### src/rtl/reg_file_sb_pkg.sv
// reg_file_pkg: shared constants and helpers for the reg_file_sb slice.
//   ZERO_IDX  - index of the hard-wired zero register
//   idx_w(n)  - index width for an n-entry register file
//   slice_lo  - low bit of field p in a packed multi-port bus of w-bit fields
package reg_file_pkg;

  localparam int unsigned ZERO_IDX = 0;

  function automatic int unsigned idx_w(input int unsigned n);
    return $clog2(n);
  endfunction

  function automatic int unsigned slice_lo(input int unsigned p, input int unsigned w);
    return p * w;
  endfunction

endpackage

### src/rtl/reg_file_sb_if.sv
// reg_file_sb_if: decode/write-back bus of the scoreboarded register file.
//   master: drives read request, reservation, write-back and flush;
//           receives reg_stall, rs_valid, rs_data.
//   slave : the register file itself.
interface reg_file_sb_if
  import reg_file_pkg::*;
#(
  parameter int unsigned LEN      = 32,
  parameter int unsigned NUM_REGS = 32,
  parameter int unsigned NUM_RP   = 2
);
  localparam int unsigned ADDR_W = idx_w(NUM_REGS);

  logic                     rd_req;
  logic [NUM_RP*ADDR_W-1:0] rs_idx;
  logic                     rsv_flag;
  logic [ADDR_W-1:0]        rsv_idx;
  logic                     wb_flag;
  logic [ADDR_W-1:0]        wb_idx;
  logic [LEN-1:0]           wb_data;
  logic                     flush;
  logic                     reg_stall;
  logic                     rs_valid;
  logic [NUM_RP*LEN-1:0]    rs_data;

  modport master (
    output rd_req, rs_idx, rsv_flag, rsv_idx, wb_flag, wb_idx, wb_data, flush,
    input  reg_stall, rs_valid, rs_data
  );

  modport slave (
    input  rd_req, rs_idx, rsv_flag, rsv_idx, wb_flag, wb_idx, wb_data, flush,
    output reg_stall, rs_valid, rs_data
  );

endinterface

### src/rtl/reg_file_sb_scoreboard.sv
// reg_scoreboard: per-register busy bits with RAW hazard detection.
//   clk, rst     - clock, async active-low reset
//   rdy_in       - global enable, 0 freezes the busy vector
//   flush        - clears every busy bit
//   set_en/idx   - reservation of an accepted request
//   wb_flag/idx  - write-back, clears busy and masks the hazard (bypass)
//   rs_idx       - packed source indices of all read ports
//   hazard       - some source port reads a busy, non-bypassed register
module reg_scoreboard
  import reg_file_pkg::*;
#(
  parameter  int unsigned NUM_REGS = 32,
  parameter  int unsigned NUM_RP   = 2,
  localparam int unsigned ADDR_W   = idx_w(NUM_REGS)
) (
  input  logic                     clk,
  input  logic                     rst,
  input  logic                     rdy_in,
  input  logic                     flush,
  input  logic                     set_en,
  input  logic [ADDR_W-1:0]        set_idx,
  input  logic                     wb_flag,
  input  logic [ADDR_W-1:0]        wb_idx,
  input  logic [NUM_RP*ADDR_W-1:0] rs_idx,
  output logic                     hazard
);

  logic [NUM_REGS-1:0] busy_q, busy_d;

  always_comb begin
    logic [ADDR_W-1:0] src;
    hazard = 1'b0;
    src    = '0;
    for (int unsigned p = 0; p < NUM_RP; p++) begin
      src = rs_idx[slice_lo(p, ADDR_W) +: ADDR_W];
      if (src != ADDR_W'(ZERO_IDX) && busy_q[src] && !(wb_flag && wb_idx == src))
        hazard = 1'b1;
    end
  end

  // Clear before set so a re-reservation of the register being written back stays busy.
  always_comb begin
    busy_d = busy_q;
    if (rdy_in) begin
      if (flush) begin
        busy_d = '0;
      end else begin
        if (wb_flag)
          busy_d[wb_idx] = 1'b0;
        if (set_en && set_idx != ADDR_W'(ZERO_IDX))
          busy_d[set_idx] = 1'b1;
      end
    end
    busy_d[ZERO_IDX] = 1'b0;
  end

  always_ff @(posedge clk or negedge rst) begin
    if (!rst) busy_q <= '0;
    else      busy_q <= busy_d;
  end

endmodule

### src/rtl/reg_file_sb.sv
// reg_file_sb: multi-read-port integer register file with embedded scoreboard.
//   clk    - clock, rising edge
//   rst    - asynchronous reset, active-low
//   rdy_in - global enable, 0 freezes all state
//   bus    - reg_file_sb_if.slave: read request/reserve from decode, write-back,
//            flush; returns reg_stall (combinational), rs_valid/rs_data (registered,
//            latency 1). x0 reads as zero; same-cycle write-back is bypassed.
module reg_file_sb
  import reg_file_pkg::*;
#(
  parameter  int unsigned LEN      = 32,
  parameter  int unsigned NUM_REGS = 32,
  parameter  int unsigned NUM_RP   = 2,
  localparam int unsigned ADDR_W   = idx_w(NUM_REGS)
) (
  input logic         clk,
  input logic         rst,
  input logic         rdy_in,
  reg_file_sb_if.slave bus
);

  logic [LEN-1:0]        regs_q [NUM_REGS];
  logic [LEN-1:0]        regs_d [NUM_REGS];
  logic                  rs_valid_q, rs_valid_d;
  logic [NUM_RP*LEN-1:0] rs_data_q, rs_data_d;
  logic [NUM_RP*LEN-1:0] rd_val;
  logic                  hazard;
  logic                  req_live;
  logic                  accept;

  assign req_live      = rdy_in && bus.rd_req && !bus.flush;
  assign bus.reg_stall = req_live && hazard;
  assign accept        = req_live && !hazard;

  reg_scoreboard #(
    .NUM_REGS (NUM_REGS),
    .NUM_RP   (NUM_RP)
  ) u_scoreboard (
    .clk     (clk),
    .rst     (rst),
    .rdy_in  (rdy_in),
    .flush   (bus.flush),
    .set_en  (accept && bus.rsv_flag),
    .set_idx (bus.rsv_idx),
    .wb_flag (bus.wb_flag),
    .wb_idx  (bus.wb_idx),
    .rs_idx  (bus.rs_idx),
    .hazard  (hazard)
  );

  always_comb begin
    logic [ADDR_W-1:0] src;
    rd_val = '0;
    src    = '0;
    for (int unsigned p = 0; p < NUM_RP; p++) begin
      src = bus.rs_idx[slice_lo(p, ADDR_W) +: ADDR_W];
      if (src == ADDR_W'(ZERO_IDX))
        rd_val[slice_lo(p, LEN) +: LEN] = '0;
      else if (bus.wb_flag && bus.wb_idx == src)
        rd_val[slice_lo(p, LEN) +: LEN] = bus.wb_data;
      else
        rd_val[slice_lo(p, LEN) +: LEN] = regs_q[src];
    end
  end

  always_comb begin
    regs_d = regs_q;
    if (rdy_in && bus.wb_flag && bus.wb_idx != ADDR_W'(ZERO_IDX))
      regs_d[bus.wb_idx] = bus.wb_data;
  end

  assign rs_valid_d = rdy_in ? accept : rs_valid_q;
  assign rs_data_d  = accept ? rd_val : rs_data_q;

  always_ff @(posedge clk or negedge rst) begin
    if (!rst) begin
      for (int unsigned i = 0; i < NUM_REGS; i++)
        regs_q[i] <= '0;
      rs_valid_q <= 1'b0;
      rs_data_q  <= '0;
    end else begin
      regs_q     <= regs_d;
      rs_valid_q <= rs_valid_d;
      rs_data_q  <= rs_data_d;
    end
  end

  assign bus.rs_valid = rs_valid_q;
  assign bus.rs_data  = rs_data_q;

endmodule
### src/flat_wrapper.sv
// flat-port wrapper written by rule: the top's interface ports become plain ports
module reg_file_sb_flat import reg_file_pkg::*;
#(
  parameter  int unsigned LEN      = 32,
  parameter  int unsigned NUM_REGS = 32,
  parameter  int unsigned NUM_RP   = 2,
  localparam int unsigned ADDR_W   = idx_w(NUM_REGS)
)
  (clk, rst, rdy_in, bus_rd_req, bus_rs_idx, bus_rsv_flag, bus_rsv_idx, bus_wb_flag, bus_wb_idx, bus_wb_data, bus_flush, bus_reg_stall, bus_rs_valid, bus_rs_data);
  reg_file_sb_if #(.LEN(LEN), .NUM_REGS(NUM_REGS), .NUM_RP(NUM_RP)) bus_i ();
  input logic clk;
  input logic rst;
  input logic rdy_in;
  input wire logic [$bits(bus_i.rd_req)-1:0] bus_rd_req;
  input wire logic [$bits(bus_i.rs_idx)-1:0] bus_rs_idx;
  input wire logic [$bits(bus_i.rsv_flag)-1:0] bus_rsv_flag;
  input wire logic [$bits(bus_i.rsv_idx)-1:0] bus_rsv_idx;
  input wire logic [$bits(bus_i.wb_flag)-1:0] bus_wb_flag;
  input wire logic [$bits(bus_i.wb_idx)-1:0] bus_wb_idx;
  input wire logic [$bits(bus_i.wb_data)-1:0] bus_wb_data;
  input wire logic [$bits(bus_i.flush)-1:0] bus_flush;
  output wire logic [$bits(bus_i.reg_stall)-1:0] bus_reg_stall;
  output wire logic [$bits(bus_i.rs_valid)-1:0] bus_rs_valid;
  output wire logic [$bits(bus_i.rs_data)-1:0] bus_rs_data;
  assign bus_i.rd_req = bus_rd_req;
  assign bus_i.rs_idx = bus_rs_idx;
  assign bus_i.rsv_flag = bus_rsv_flag;
  assign bus_i.rsv_idx = bus_rsv_idx;
  assign bus_i.wb_flag = bus_wb_flag;
  assign bus_i.wb_idx = bus_wb_idx;
  assign bus_i.wb_data = bus_wb_data;
  assign bus_i.flush = bus_flush;
  assign bus_reg_stall = bus_i.reg_stall;
  assign bus_rs_valid = bus_i.rs_valid;
  assign bus_rs_data = bus_i.rs_data;
  reg_file_sb #(.LEN(LEN), .NUM_REGS(NUM_REGS), .NUM_RP(NUM_RP)) u_core (.clk(clk), .rst(rst), .rdy_in(rdy_in), .bus(bus_i));
endmodule
### config.mk
export PLATFORM = sky130hd
export DESIGN_NAME = reg_file_sb_flat
export DESIGN_NICKNAME = d
export VERILOG_FILES = /design/src/rtl/reg_file_sb_pkg.sv /design/src/rtl/reg_file_sb_if.sv /design/src/rtl/reg_file_sb_scoreboard.sv /design/src/rtl/reg_file_sb.sv /design/src/flat_wrapper.sv
export SDC_FILE = /design/constraint.sdc
export NUM_CORES = 2
export LEC_CHECK = 0
export CORE_AREA = 2 2 270 539
export DETAILED_ROUTE_END_ITERATION = 10
export DIE_AREA = 0 0 272 541
export MAX_ROUTING_LAYER = met4
export PLACE_DENSITY = 0.62
export SLEW_MARGIN = 20
export SYNTH_ARGS = -nofsm -noshare
export SYNTH_HDL_FRONTEND = slang
export SYNTH_SLANG_ARGS = --single-unit
export TNS_END_PERCENT = 10
### constraint.sdc
create_clock -name clk -period 2.7 [get_ports clk]
set_input_delay 0.54 -clock clk [delete_from_list [all_inputs] [get_ports clk]]
set_output_delay 0.54 -clock clk [all_outputs]
set_load 0.05 [all_outputs]
==> impl_metrics.tcl <==
set metrics [dict create \
    dieHeight_um 541 \
    drt_first_pass_iters 5 \
    dp_hpwl_um 137000 \
    cts_buffers 108 \
    route.detailed.drc 0 \
    synth.avg_cell_area_um2 14.4 \
    final.setup.worst_slack_ns -0.358 \
    final.period_utilization 1.13 \
    post_synth_inst_count 4147 \
    synth-edff-count 0 \
    setup_violations 33 \
    ys_seq_area_frac 0.469 \
    fin_nets 4551 \
    cts.sink_count 1120 \
    cts_tree "done" \
    final_antenna_net_count 0 \
    pre_cts_ws_ns -0.513 \
    failed_checks "setup timing" \
    fin_worst_skew_ns 0.0653 \
    postSynthRegisterBits 1120 \
    cp_cell_sequence "mux2i_1, mux4_2, mux2i_2, o2111ai_2, a21oi_4, buf_12" \
    start_kind "flop" \
    layout_min_cycle_time_ns 3.06 \
    hold_class "input port to async pin" \
    unrepaired_setup_endpoints_after_global_routing "true" \
    initial_antenna_violation_count 5 \
    drt_wl_total_um 203000 \
    grt_pass1_wl_um 299000 \
    rows 197 \
    largest_net_degree_at_the_start_of_global_routing 107 \
    crit_path_end_kind "output port" \
    hold_ws_ns 0.323 \
    num_vias 41007 \
    worst-endpoint-arrival_ns 2.52 \
    syn_to_final_growth_pct 20.4 \
    dieArea_um2 147000 \
    clk_pin_slew_ns 0.07 \
    power_density_nw_per_um2 651 \
    power.ir.vdd_worst_mv 0.648 \
    first_global_vias 43447 \
    worst_pin_slew_ns 0.769 \
    finalCoreUtilization 0.503 \
    total_power_mw 46.9 \
    status "finished, violations left" \
    drt_iter0_markers 3833 \
    slowest_stage "mux4_2" \
    critPathKind "flop to output port" \
    post_synth_num_cell_types 59 \
    timing.fmax_mhz 327 \
    cts_buffer_depth 3 \
    initial_core_util 0.418 \
    io_buffer_count 124 \
    detail_route.wl_per_cell_um 31.3 \
    top_level_ports 125 \
    drive_gt1_frac 0.513 \
    ctsRootBufferMaster "clkbuf_16" \
    routed_via_count_divided_by_cell_count 6.33 \
    worst-endpoint-required_ns 2.16 \
    tns_ns -1.47 \
    netlist_area_um2 59800 \
    cts_h_tree_lvls 3 \
    synth.yosys.warnings 0 \
    max_slew_margin 0.480 \
    die_width_um 272 \
    p_leak_nw 31.7 \
    critical_path.max_fanout 3 \
    ys_dominant_reg_cell "dfrtp_1" \
    gpl.final_weighted_congestion 0.885 \
    worstSkewPairLatency_ns 0.77 \
    globalRoute.totalOverflow 0 \
    synth_async_sr_flop_share 1.00 \
    core_area_um2 143000 \
    grt_usage 0.284 \
    max-cap-violations 0 \
    final-hold-violation-count 0 \
    finalMaxSlewViolations 0 \
    critical_path.max_stage_delay_ns 0.48 \
    synth_nets 4206 \
]
## cells by family after synthesis
group | after synthesis | share of synthesized area
buf+inv | 461 | 0.0365
mux | 1718 | 0.409
compound gates | 419 | 0.0516
flops | 1120 | 0.469
simple gates | 419 | 0.0323
xor+xnor | 10 | 0.00146
## synth_stat cells, types with 3 or more instances
cell type | number | area, um^2
o21ai_0 | 99 | 495
nand4_1 | 3 | 18.8
a221oi_1 | 87 | 762
o21bai_1 | 4 | 30.0
o211a_1 | 10 | 100
nor4_1 | 14 | 87.6
o31a_1 | 4 | 35.0
a32oi_1 | 12 | 105
mux2i_1 | 200 | 2000
and2_1 | 21 | 131
nand3b_1 | 6 | 45.0
or4_1 | 3 | 22.5
mux2_1 | 6 | 67.6
nand2_1 | 175 | 657
inv_1 | 9 | 33.8
or3b_2 | 3 | 26.3
buf_1 | 19 | 71.3
nor3b_1 | 7 | 52.6
a221o_1 | 8 | 80.1
nor2b_1 | 22 | 138
clkbuf_1 | 295 | 1110
buf_4 | 29 | 218
a31oi_1 | 23 | 144
xor2_1 | 8 | 70.1
buf_6 | 21 | 236
a32o_1 | 20 | 200
buf_2 | 80 | 400
dfrtp_1 | 1120 | 28000
nor3_1 | 25 | 125
buf_12 | 5 | 100
a21oi_1 | 16 | 80.1
mux4_2 | 478 | 10800
a211oi_1 | 31 | 233
mux2_2 | 1034 | 11600
o31ai_1 | 37 | 278
nor2_1 | 92 | 345
a22oi_1 | 41 | 308
nand3_1 | 34 | 170
a22o_1 | 18 | 158
## final cells by class
cell class              count  area [um^2]
fillers                 12028        71200
multi-input cells        2566        30100
flip-flops and latches   1120        28000
repair buffers            685         7600
clock buffers             147         3050
well taps                1890         2360
clock inverters            53          808
inverters                  11         43.8
diodes                      4         10.0
## flip-flops by register name (all words and copies together), names as in the netlist
register,flops
u_core.regs_q,1024
u_core.bus.rs_data,64
u_core.bus.rs_valid,1
u_core.u_scoreboard.busy_q,31
## per-stage QoR
step                      instance area (um^2)  cells
after global routing                     72000   6476
final                                    72000   6476
after floorplan                          59800   4147
after CTS                                71600   6465
after global placement                   67700   6261
after detailed placement                 67700   6261
## report_power, final
group,switching (mW),internal (mW)
combinational,4.48,5.01
clock,7.06,9.50
sequential,1.83,19.0
total,13.4,33.5
## worst max-delay path: cells and delay by family, from the launching register on
kind / cells / cell delay, ns
AOI/OAI and AO/OA: 2 / 0.45
buffers and inverters: 1 / 0.17
DFF: 1 / 0.38
muxes: 3 / 0.76
## cell usage in the layout (no fill, tap or decap), drive strengths merged, types with 31 or more instances in the layout
cell	instances
nand3	34
a221oi	87
a22oi	41
nor2	93
dfrtp	1120
o21ai	101
mux2i	200
buf	569
clkinv	33
nand2	175
clkdlybuf4s50	109
a211oi	31
o31ai	37
mux4	478
mux2	1040
clkbuf	150
## final timing paths
path,start,to,slack [ns],cells after the start
worst max register to register,u_core.u_scoreboard.busy_q[15],u_core.bus.rs_data[22],-0.05,10
max in group asynchronous,rst,u_core.regs_q[433],1.31,4
worst min register to register,u_core.regs_q[1006],u_core.regs_q[1006],0.40,0
worst max-delay path,u_core.u_scoreboard.busy_q[4],bus_reg_stall,-0.36,6
min in group clk,u_core.regs_q[1006],u_core.regs_q[1006],0.40,0
worst min-delay path,rst,u_core.regs_q[424],0.32,2
## layer usage
metal	GRT usage	share of wire	vias up
li1	-	-	16679
met1	0.355	0.39	22019
met2	0.458	0.49	1797
met3	0.0461	0.072	512
met4	0.122	0.052	0
met5	-	0	-
## what timing repair did
| item | 4_1_cts | 5_1_grt |
|---|---|---|
| hold buffers | 1 | 0 |
| setup buffers | 3 | 3 |
| cloned | 0 | 4 |
| endpoints found under the hold margin | 24 | 0 |
| pin swaps | 3 | 7 |
| endpoints found under the setup margin | 2 | 30 |
| resized for setup | 6 | 41 |
Power figures use the tool's default switching activity.
